<file path="src/rtl/riscv_core_pkg.sv">
// Shared core definitions: ROB slot / physical register widths, writeback
// source indices, and the buffered writeback entry layout.
package riscv_core_pkg;

    localparam int unsigned SLOT_W = 4;
    localparam int unsigned PREG_W = 5;
    localparam int unsigned DATA_W = 32;

    localparam int unsigned SRC_ALU = 0;
    localparam int unsigned SRC_MUL = 1;
    localparam int unsigned SRC_MEM = 2;

    typedef struct packed {
        logic [SLOT_W-1:0] slot;
        logic [PREG_W-1:0] preg;
        logic [DATA_W-1:0] data;
    } wb_entry_t;

    localparam int unsigned ENTRY_W = $bits(wb_entry_t);

endpackage

</file>
<file path="src/rtl/riscv_core_wb_fifo.sv">
// Per-source result FIFO for the writeback arbiter.
// Ports:
//   i_clk, i_reset          clock, synchronous active-high reset
//   i_enq_val / o_enq_rdy   push handshake (rdy low while full or in reset)
//   i_enq_data              entry to push
//   o_deq_val               FIFO non-empty
//   i_deq_pop               pop the head this edge (ignored when empty)
//   o_head                  current head entry
module riscv_core_wb_fifo
    import riscv_core_pkg::*;
#(
    parameter int unsigned FIFO_DEPTH = 2
) (
    input  logic               i_clk,
    input  logic               i_reset,
    input  logic               i_enq_val,
    output logic               o_enq_rdy,
    input  logic [ENTRY_W-1:0] i_enq_data,
    output logic               o_deq_val,
    input  logic               i_deq_pop,
    output logic [ENTRY_W-1:0] o_head
);

    localparam int unsigned AW = $clog2(FIFO_DEPTH);
    localparam int unsigned PW = AW + 1;

    // Extra pointer MSB tells full (MSBs differ) from empty (MSBs equal).
    logic [PW-1:0]      r_wptr;
    logic [PW-1:0]      r_rptr;
    logic [ENTRY_W-1:0] r_mem [FIFO_DEPTH];

    logic w_full;
    logic w_empty;
    logic w_push;
    logic w_pop;

    assign w_empty   = (r_wptr == r_rptr);
    assign w_full    = (r_wptr[AW] != r_rptr[AW]) && (r_wptr[AW-1:0] == r_rptr[AW-1:0]);
    // Readiness depends only on current occupancy: no pass-through when full.
    assign o_enq_rdy = !w_full && !i_reset;
    assign w_push    = i_enq_val && o_enq_rdy;
    assign o_deq_val = !w_empty;
    assign w_pop     = i_deq_pop && !w_empty;
    assign o_head    = r_mem[r_rptr[AW-1:0]];

    // Pointer update
    always_ff @(posedge i_clk) begin
        if (i_reset) begin
            r_wptr <= '0;
            r_rptr <= '0;
        end else begin
            if (w_push) r_wptr <= r_wptr + PW'(1);
            if (w_pop)  r_rptr <= r_rptr + PW'(1);
        end
    end

    // Storage
    always_ff @(posedge i_clk) begin
        if (w_push) r_mem[r_wptr[AW-1:0]] <= i_enq_data;
    end

endmodule

</file>
<file path="src/rtl/riscv_core_wb_arbiter.sv">
// Writeback arbiter: buffers completed results from each functional unit and
// drains at most one per cycle, round-robin, into the register file and the
// ROB fill port (which has no back-pressure).
// Ports:
//   i_clk, i_reset                          clock, synchronous active-high reset
//   i_src_val / o_src_rdy                   per-source result handshake
//   i_src_slot / i_src_preg / i_src_data    packed per-source payload, source i at [i*W +: W]
//   o_wb_val, o_wb_src                      writeback valid, one-hot grant
//   o_wb_rf_wen/_waddr/_wdata               register file write port (x0 never written)
//   o_rob_fill_val, o_rob_fill_slot         ROB completion marking
module riscv_core_wb_arbiter
    import riscv_core_pkg::*;
#(
    parameter int unsigned NUM_SRC    = 3,
    parameter int unsigned FIFO_DEPTH = 2
) (
    input  logic                      i_clk,
    input  logic                      i_reset,
    input  logic [NUM_SRC-1:0]        i_src_val,
    output logic [NUM_SRC-1:0]        o_src_rdy,
    input  logic [NUM_SRC*SLOT_W-1:0] i_src_slot,
    input  logic [NUM_SRC*PREG_W-1:0] i_src_preg,
    input  logic [NUM_SRC*DATA_W-1:0] i_src_data,
    output logic                      o_wb_val,
    output logic [NUM_SRC-1:0]        o_wb_src,
    output logic                      o_wb_rf_wen,
    output logic [PREG_W-1:0]         o_wb_rf_waddr,
    output logic [DATA_W-1:0]         o_wb_rf_wdata,
    output logic                      o_rob_fill_val,
    output logic [SLOT_W-1:0]         o_rob_fill_slot
);

    localparam int unsigned RR_W = (NUM_SRC > 1) ? $clog2(NUM_SRC) : 1;

    logic [RR_W-1:0]    r_rr_ptr;
    logic [NUM_SRC-1:0] w_deq_val;
    logic [NUM_SRC-1:0] w_pop;
    wb_entry_t          w_head [NUM_SRC];
    wb_entry_t          w_win;
    logic               w_found;
    logic [RR_W-1:0]    w_gnt_idx;
    logic [RR_W-1:0]    w_cand;

    // Source index base+off, wrapped modulo NUM_SRC (off < NUM_SRC).
    function automatic logic [RR_W-1:0] wrap_idx(input int unsigned base, input int unsigned off);
        int unsigned s;
        s = base + off;
        return RR_W'((s >= NUM_SRC) ? (s - NUM_SRC) : s);
    endfunction

    // One FIFO per source
    for (genvar g = 0; g < NUM_SRC; g++) begin : g_src
        wb_entry_t w_enq_entry;

        assign w_enq_entry.slot = i_src_slot[g*SLOT_W +: SLOT_W];
        assign w_enq_entry.preg = i_src_preg[g*PREG_W +: PREG_W];
        assign w_enq_entry.data = i_src_data[g*DATA_W +: DATA_W];

        riscv_core_wb_fifo #(
            .FIFO_DEPTH (FIFO_DEPTH)
        ) u_fifo (
            .i_clk      (i_clk),
            .i_reset    (i_reset),
            .i_enq_val  (i_src_val[g]),
            .o_enq_rdy  (o_src_rdy[g]),
            .i_enq_data (w_enq_entry),
            .o_deq_val  (w_deq_val[g]),
            .i_deq_pop  (w_pop[g]),
            .o_head     (w_head[g])
        );
    end

    // Round-robin search starting at r_rr_ptr; first non-empty head wins.
    always_comb begin
        w_found   = 1'b0;
        w_gnt_idx = '0;
        w_cand    = '0;
        w_pop     = '0;
        for (int unsigned k = 0; k < NUM_SRC; k++) begin
            w_cand = wrap_idx(32'(r_rr_ptr), k);
            if (!w_found && w_deq_val[w_cand]) begin
                w_found   = 1'b1;
                w_gnt_idx = w_cand;
            end
        end
        if (w_found) w_pop[w_gnt_idx] = 1'b1;
    end

    // Pointer moves just past the winner; holds when nothing is granted.
    always_ff @(posedge i_clk) begin
        if (i_reset) begin
            r_rr_ptr <= '0;
        end else if (w_found) begin
            r_rr_ptr <= (w_gnt_idx == RR_W'(NUM_SRC - 1)) ? '0 : w_gnt_idx + RR_W'(1);
        end
    end

    // Writeback outputs decode only registered FIFO state.
    assign w_win           = w_head[w_gnt_idx];
    assign o_wb_val        = w_found;
    assign o_wb_src        = w_pop;
    assign o_wb_rf_waddr   = w_found ? w_win.preg : '0;
    assign o_wb_rf_wdata   = w_found ? w_win.data : '0;
    assign o_rob_fill_slot = w_found ? w_win.slot : '0;
    assign o_rob_fill_val  = w_found;
    assign o_wb_rf_wen     = w_found && (o_wb_rf_waddr != '0);

endmodule

</file>
<file path="config.mk">
export PLATFORM = sky130hd
export DESIGN_NAME = riscv_core_wb_arbiter
export DESIGN_NICKNAME = d
export VERILOG_FILES = /design/src/rtl/riscv_core_pkg.sv /design/src/rtl/riscv_core_wb_fifo.sv /design/src/rtl/riscv_core_wb_arbiter.sv
export SDC_FILE = /design/constraint.sdc
export NUM_CORES = 1
export LEC_CHECK = 0
export CORE_UTILIZATION = 40
export CTS_CLUSTER_SIZE = 16
export DETAILED_ROUTE_END_ITERATION = 10
export HOLD_SLACK_MARGIN = 0.06
export SYNTH_ARGS = -nofsm -noshare
export SYNTH_HDL_FRONTEND = slang
export SYNTH_SLANG_ARGS = --single-unit
</file>
<file path="constraint.sdc">
create_clock -name i_clk -period 8.4 [get_ports i_clk]
set_input_delay 2.1 -clock i_clk [delete_from_list [all_inputs] [get_ports i_clk]]
set_output_delay 2.1 -clock i_clk [all_outputs]
set_load 0.01 [all_outputs]
</file>
==> Word-level counts from Yosys, hierarchy flattened <==
Memory sizes are Yosys's and may differ from the RTL's. A register that Yosys moved wholly into a read port is not among the register bits.
Cells that the tools add are included.
{ "classes": {"n_addsub": 12, "n_lt_le_gt_ge": 9, "eq_ne": 10, "muxes": 37, "n_bitwise": 1, "n_reduce_logical": 26} }
{ "ops": {"columns": ["op", "n"], "rows": [
  ["$bmux 41 s2", 1],
  ["$mux 41", 2],
  ["$mux 32", 1],
  ["$mux 1", 19],
  ["$logic_and 1x1->1", 16],
  ["$add 2x1->2 const B", 7],
  ["$mux 2", 7],
  ["$lt 2x3->1 const B", 4],
  ["$logic_not 1->1", 9],
  ["$bmux 1 s2", 3],
  ["$eq 2x2->1", 3],
  ["$ge 3x2->1 const B", 2],
  ["$sub 2x2->2 const B", 3],
  ["$mux 5", 1],
  ["$reduce_bool 5->1", 1],
  ["$mux 4", 1],
  ["$add 2x1->3 const B", 1],
  ["$add 2x2->3 const B", 1],
  ["$eq 1x1->1", 3],
  ["$ge 3x3->1 const B", 1],
  ["$mux 3", 1],
  ["$ne 1x1->1", 3],
  ["$not 2->3", 1],
  ["$demux 1 s2", 1],
  ["3 further kinds", 3]
]} }
{ "word_totals": {"reg_bits": 14, "mem_bits_rw": 246, "in_bits": 128, "out_inout_bits": 50, "elab_cells": 105, "mem_count": 3} }
{ "memory_table": {"columns": ["name", "words", "word_bits", "rd", "rd_clocked_by_memory_dff", "wr", "line_no", "rtl"], "rows": [
  ["g_src[0].u_fifo.r_mem", 2, 41, 1, 1, 1, "riscv_core_wb_fifo.sv:30", "logic [ENTRY_W-1:0] r_mem [FIFO_DEPTH];"],
  ["g_src[1].u_fifo.r_mem", 2, 41, 1, 1, 1, "riscv_core_wb_fifo.sv:30", null],
  ["g_src[2].u_fifo.r_mem", 2, 41, 1, 1, 1, "riscv_core_wb_fifo.sv:30", null]
]} }

==> Depth between registers and ports, before layout <==
{ "depth": {"depth_word": 19, "mapped_depth": 10, "ltp_nobuf": 8} }

==> Cells and area by module <==
A second synthesis with hierarchy kept.
{ "hier_totals": {"hier_cells": 675, "area_unflattened_um2": 11013.1} }
{ "modules_own_cells": {"columns": ["module", "instances", "cells_per_inst", "area_each_um2", "seq_area_each_um2"], "rows": [
  ["riscv_core_wb_fifo", 3, 162, 3241.9, 2562.5],
  ["riscv_core_wb_arbiter", 1, 189, 1287.5, 40.0]
]} }

==> Worst setup path after synthesis <==
Ideal clock, no wire load.
{ "synth_timing": {"path_kind": "input to register", "from": "input port i_reset", "to": "memory g_src[1].u_fifo.r_mem[0][0] (netlist name) (enable)", "arrival_ps": 4304, "t_required_ps": 7961, "slack_ps": 3656, "stages": 4, "path_buffers": 1, "path_cell_list": "clkbuf_1 -> a21oi_1 -> nand2_1 -> nor2_1"} }
{ "synth_via": {"elab_chain_len": 5} }
{ "synth_rtl": {"columns": ["item", "line_no", "rtl"], "rows": [
  ["start, declared", "riscv_core_wb_arbiter.sv:18", "input logic i_reset,"],
  ["$logic_not 1->1", "riscv_core_wb_fifo.sv:40", "assign o_enq_rdy = !w_full && !i_reset;"],
  ["$logic_and 1x1->1", "riscv_core_wb_fifo.sv:40", null],
  ["net g_src[1].u_fifo.o_enq_rdy", "riscv_core_wb_fifo.sv:17", "output logic o_enq_rdy,"],
  ["$logic_and 1x1->1", "riscv_core_wb_fifo.sv:41", "assign w_push = i_enq_val && o_enq_rdy;"],
  ["$mux 1", "riscv_core_wb_fifo.sv:59", "if (w_push) r_mem[r_wptr[AW-1:0]] <= i_enq_data;"],
  ["$mux 1 (implied by the code)", "riscv_core_wb_fifo.sv:59", null],
  ["end, declared", "riscv_core_wb_fifo.sv:30", null]
]} }
The timed path passes the listed nets, and every way through them passes these cells.

==> Worst setup path in the final report <==
{ "layout_timing": {"from": "register r_rr_ptr[0]", "to": "output port o_rob_fill_slot[0]"} }
{ "layout_via": {"elab_chain_len": 16, "elab_cells_between_ends": 32} }
{ "layout_rtl": {"columns": ["item", "line_no", "rtl"], "rows": [
  ["start, declared", "riscv_core_wb_arbiter.sv:35", "logic [RR_W-1:0] r_rr_ptr;"],
  ["start signal, assigned", "riscv_core_wb_arbiter.sv:94", "r_rr_ptr <= (w_gnt_idx == RR_W'(NUM_SRC - 1)) ? '0 : w_gnt_idx + RR_W'(1);"],
  ["branches (longest 15 deep; another with $add 2x1->3)", null, null],
  ["$mux 4 *", "riscv_core_wb_arbiter.sv:104", "assign o_rob_fill_slot = w_found ? w_win.slot : '0;"],
  ["end, declared", "riscv_core_wb_arbiter.sv:30", "output logic [SLOT_W-1:0] o_rob_fill_slot"]
]} }
Every way passes the cells marked *. The select of a mux whose other input is x is not followed.

==> results.txt <==
Status: finished, final reports clean
Hold Crit Class: reg -> reg
Mux share of post-synthesis cell area: 12.1%
#FFs+latches synth: 263
Seq/Total Area, Yosys: 73.1%
Commonest non-fill, non-tap cell in the layout: edfxtp_1
Rows: 59
Rel. slew slack: 21.0%
IR drop worst, VDD: 0.248 mV
Total number of yosys warnings: 0
Synth Area in Compound Gates: 7.63%
EDFF count, synth: 246
Syn Inst Count: 619
Final worst-path cycle share: 73.7%
Worst Skew: 0.0152 ns
Io pins: 178
# diodes: 0
First-pass GRT wire length: 36300 um
Initial Util: 40.7%
DRT iter0 DRCs: 315
Layout cells sized above 1: 14.9%
Power Density: 369 mW/mm2
Cts repair resizes: 0
Distinct cell type count after synthesis: 46
Mapped Avg Cell Area: 17.1 um2
F_max: 162 MHz
Hold Crit Start: r_rr_ptr[1]
DR WL/cell: 21.4 um
Final setup vio count: 0
Hold Slack: 0.536 ns
Synthesized area: 0.0106 mm2
Placer Congestion: 0.792
Final hold viol count: 0
Final ANT Viol Nets: 0
Final nets: 922
Xor/xnor share of the synthesized area: 1.95%
Initial antenna violation count: 2
1st-pass router iterations: 5
Clk root buf: clkbuf_16
Clock latency on the worst-skew pair: 0.54 ns
Die Span X: 165 um
Adder-Cell Fraction of Synth Area: 0.343%
CTS tree: done
Async SR Flop Fraction: 0%
Layout area overhead: 28.2%
Crit path max fanout: 36
Pre-CTS setup slack: 2.39 ns
Die Height: 165 um
Post-CTS Setup Inserts: 0
Core area: 0.0260 mm2
WS Path Type: reg -> out
Clk buf depth: 3
CTS Sinks: 263
Crit path setup slack, layout: 2.21 ns
Setup crit start: r_rr_ptr[0]
Final slew viol count: 0
CTS H-Tree Depth: 1
Final HPWL DP: 14600 um
Number of fill cells: 2134
Die area: 0.0271 mm2
Routed WL: 24500 um
Worst R2R Start: r_rr_ptr[0]
Main synth FF type: edfxtp_1
Total gr overflow: 0
Worst-Margin Slew: 1.18 ns
DR vias/cell: 5.27
RSZ-0062 raised after global routing: false
GRT Total Usage: 18.1%
Commonest cells after routing, fill and taps aside: edfxtp_1, clkdlybuf4s50_1, mux2i_1
P_leak: 4.42 nW
Cts bufs inserted: 28
Arr. time, crit path: 4.09 ns
Fin crit period: 6.19 ns
Buffers on Ports: 177
Vias in the first global route: 6502
Crit. End Element: primary output
Post-CTS Hold Fix Bufs: 0
Max-cap violation count: 0
CP startpoint kind: register
Clock-pin slew on the worst setup and hold paths: 0.06 ns
Simple-Gate Fraction of Synth Area: 2.42%
Synthesized Nets: 749
Final setup TNS: 0 ns
Largest net degree at the start of global routing: 52
DRC Markers: 0
Largest family of logic cells by synthesized area: multiplexers
Worst path required time: 6.30 ns
Via Count: 6044
where the power goes:
| group | total (W) | switching [W] | internal [W] | leakage [nW] |
|---|---|---|---|---|
| Clock | 0.00122 | 0.000490 | 0.000734 | 0.455 |
| Combinational | 0.00216 | 0.00116 | 0.00100 | 1.57 |
| Sequential | 0.00161 | 0.0000751 | 0.00154 | 2.40 |
| Total | 0.00500 | 0.00173 | 0.00327 | 4.42 |
cells by family after synthesis:
logic type,Yosys count
AO/OA/AOI/OAI,107
XOR/XNOR,21
adder cells (fa/ha/maj),3
buffers and inverters,49
flip-flops,263
multiplexers,123
AND/OR/NAND/NOR,53
synth_stat cells (3+ instances only):
master	instances	area share, %
a211oi_2	3	0.36
a21oi_1	44	2.1
a221oi_1	37	3.1
and3_1	3	0.18
buf_2	17	0.81
buf_4	7	0.50
buf_6	3	0.32
clkbuf_1	16	0.57
dfxtp_1	17	3.2
edfxtp_1	246	70
inv_1	6	0.21
mux2_2	40	4.3
mux2i_1	83	7.9
nand2_1	6	0.21
nor2_1	31	1.1
nor2b_1	5	0.30
xnor2_1	11	0.91
xor2_1	7	0.58
registers in the layout (all words and copies together), names as in the netlist, named ones only:
signal	cells
g_src.u_fifo.r_mem	246
g_src.u_fifo.r_rptr	6
g_src.u_fifo.r_wptr	6
r_rr_ptr	2
per-layer routing:
layer | vias up | global-route usage (%) | wire length (um)
met5 | - | 0 | 12
met4 | 2 | 5.17 | 588
li1 | 2781 | - | -
met2 | 214 | 31.2 | 12100
met3 | 43 | 4.09 | 1580
met1 | 3004 | 22.8 | 10200
per-stage QoR:
step / total power, W / instance area (um2) / util, % / std cells
finish: 0.00500 / 13500 / 52.1 / 1147
CTS: 0.00506 / 13500 / 52.1 / 1147
global placement: 0.00380 / 12600 / 48.6 / 1097
floorplan: 0.00283 / 10600 / - / 619
detailed placement: 0.00381 / 12600 / 48.6 / 1097
global route: 0.00524 / 13500 / 52.1 / 1147
worst paths after layout:
check,cells past startpoint,to,slack (ns)
min reg2reg,2,r_rr_ptr[1],0.54
max reg2reg,9,register,5.71
min,2,r_rr_ptr[1],0.54
max,9,o_rob_fill_slot[0],2.21
area by class of cell:
cell class | instances | area (um2) | share of cell area, %
tap | 335 | 419 | 3.09
clock buffer | 32 | 716 | 5.28
timing repair buffer | 186 | 1840 | 13.6
clock inverter | 18 | 204 | 1.51
multi-input combinational | 307 | 2620 | 19.3
inverter | 6 | 22.5 | 0.166
sequential | 263 | 7730 | 57.1
worst max-delay path: stages, from the launching register on:
cell and delay [ns]:
dfxtp_1 0.37, inv_1 0.06, ha_1 0.40, nor2_1 0.28, a21oi_1 0.07, o21ai_0 0.55, nand2_2 0.72, a21oi_1 0.43
a221oi_1 0.10, clkdlybuf4s50_1 0.55
Note: power is estimated with default switching activity, not from simulation.
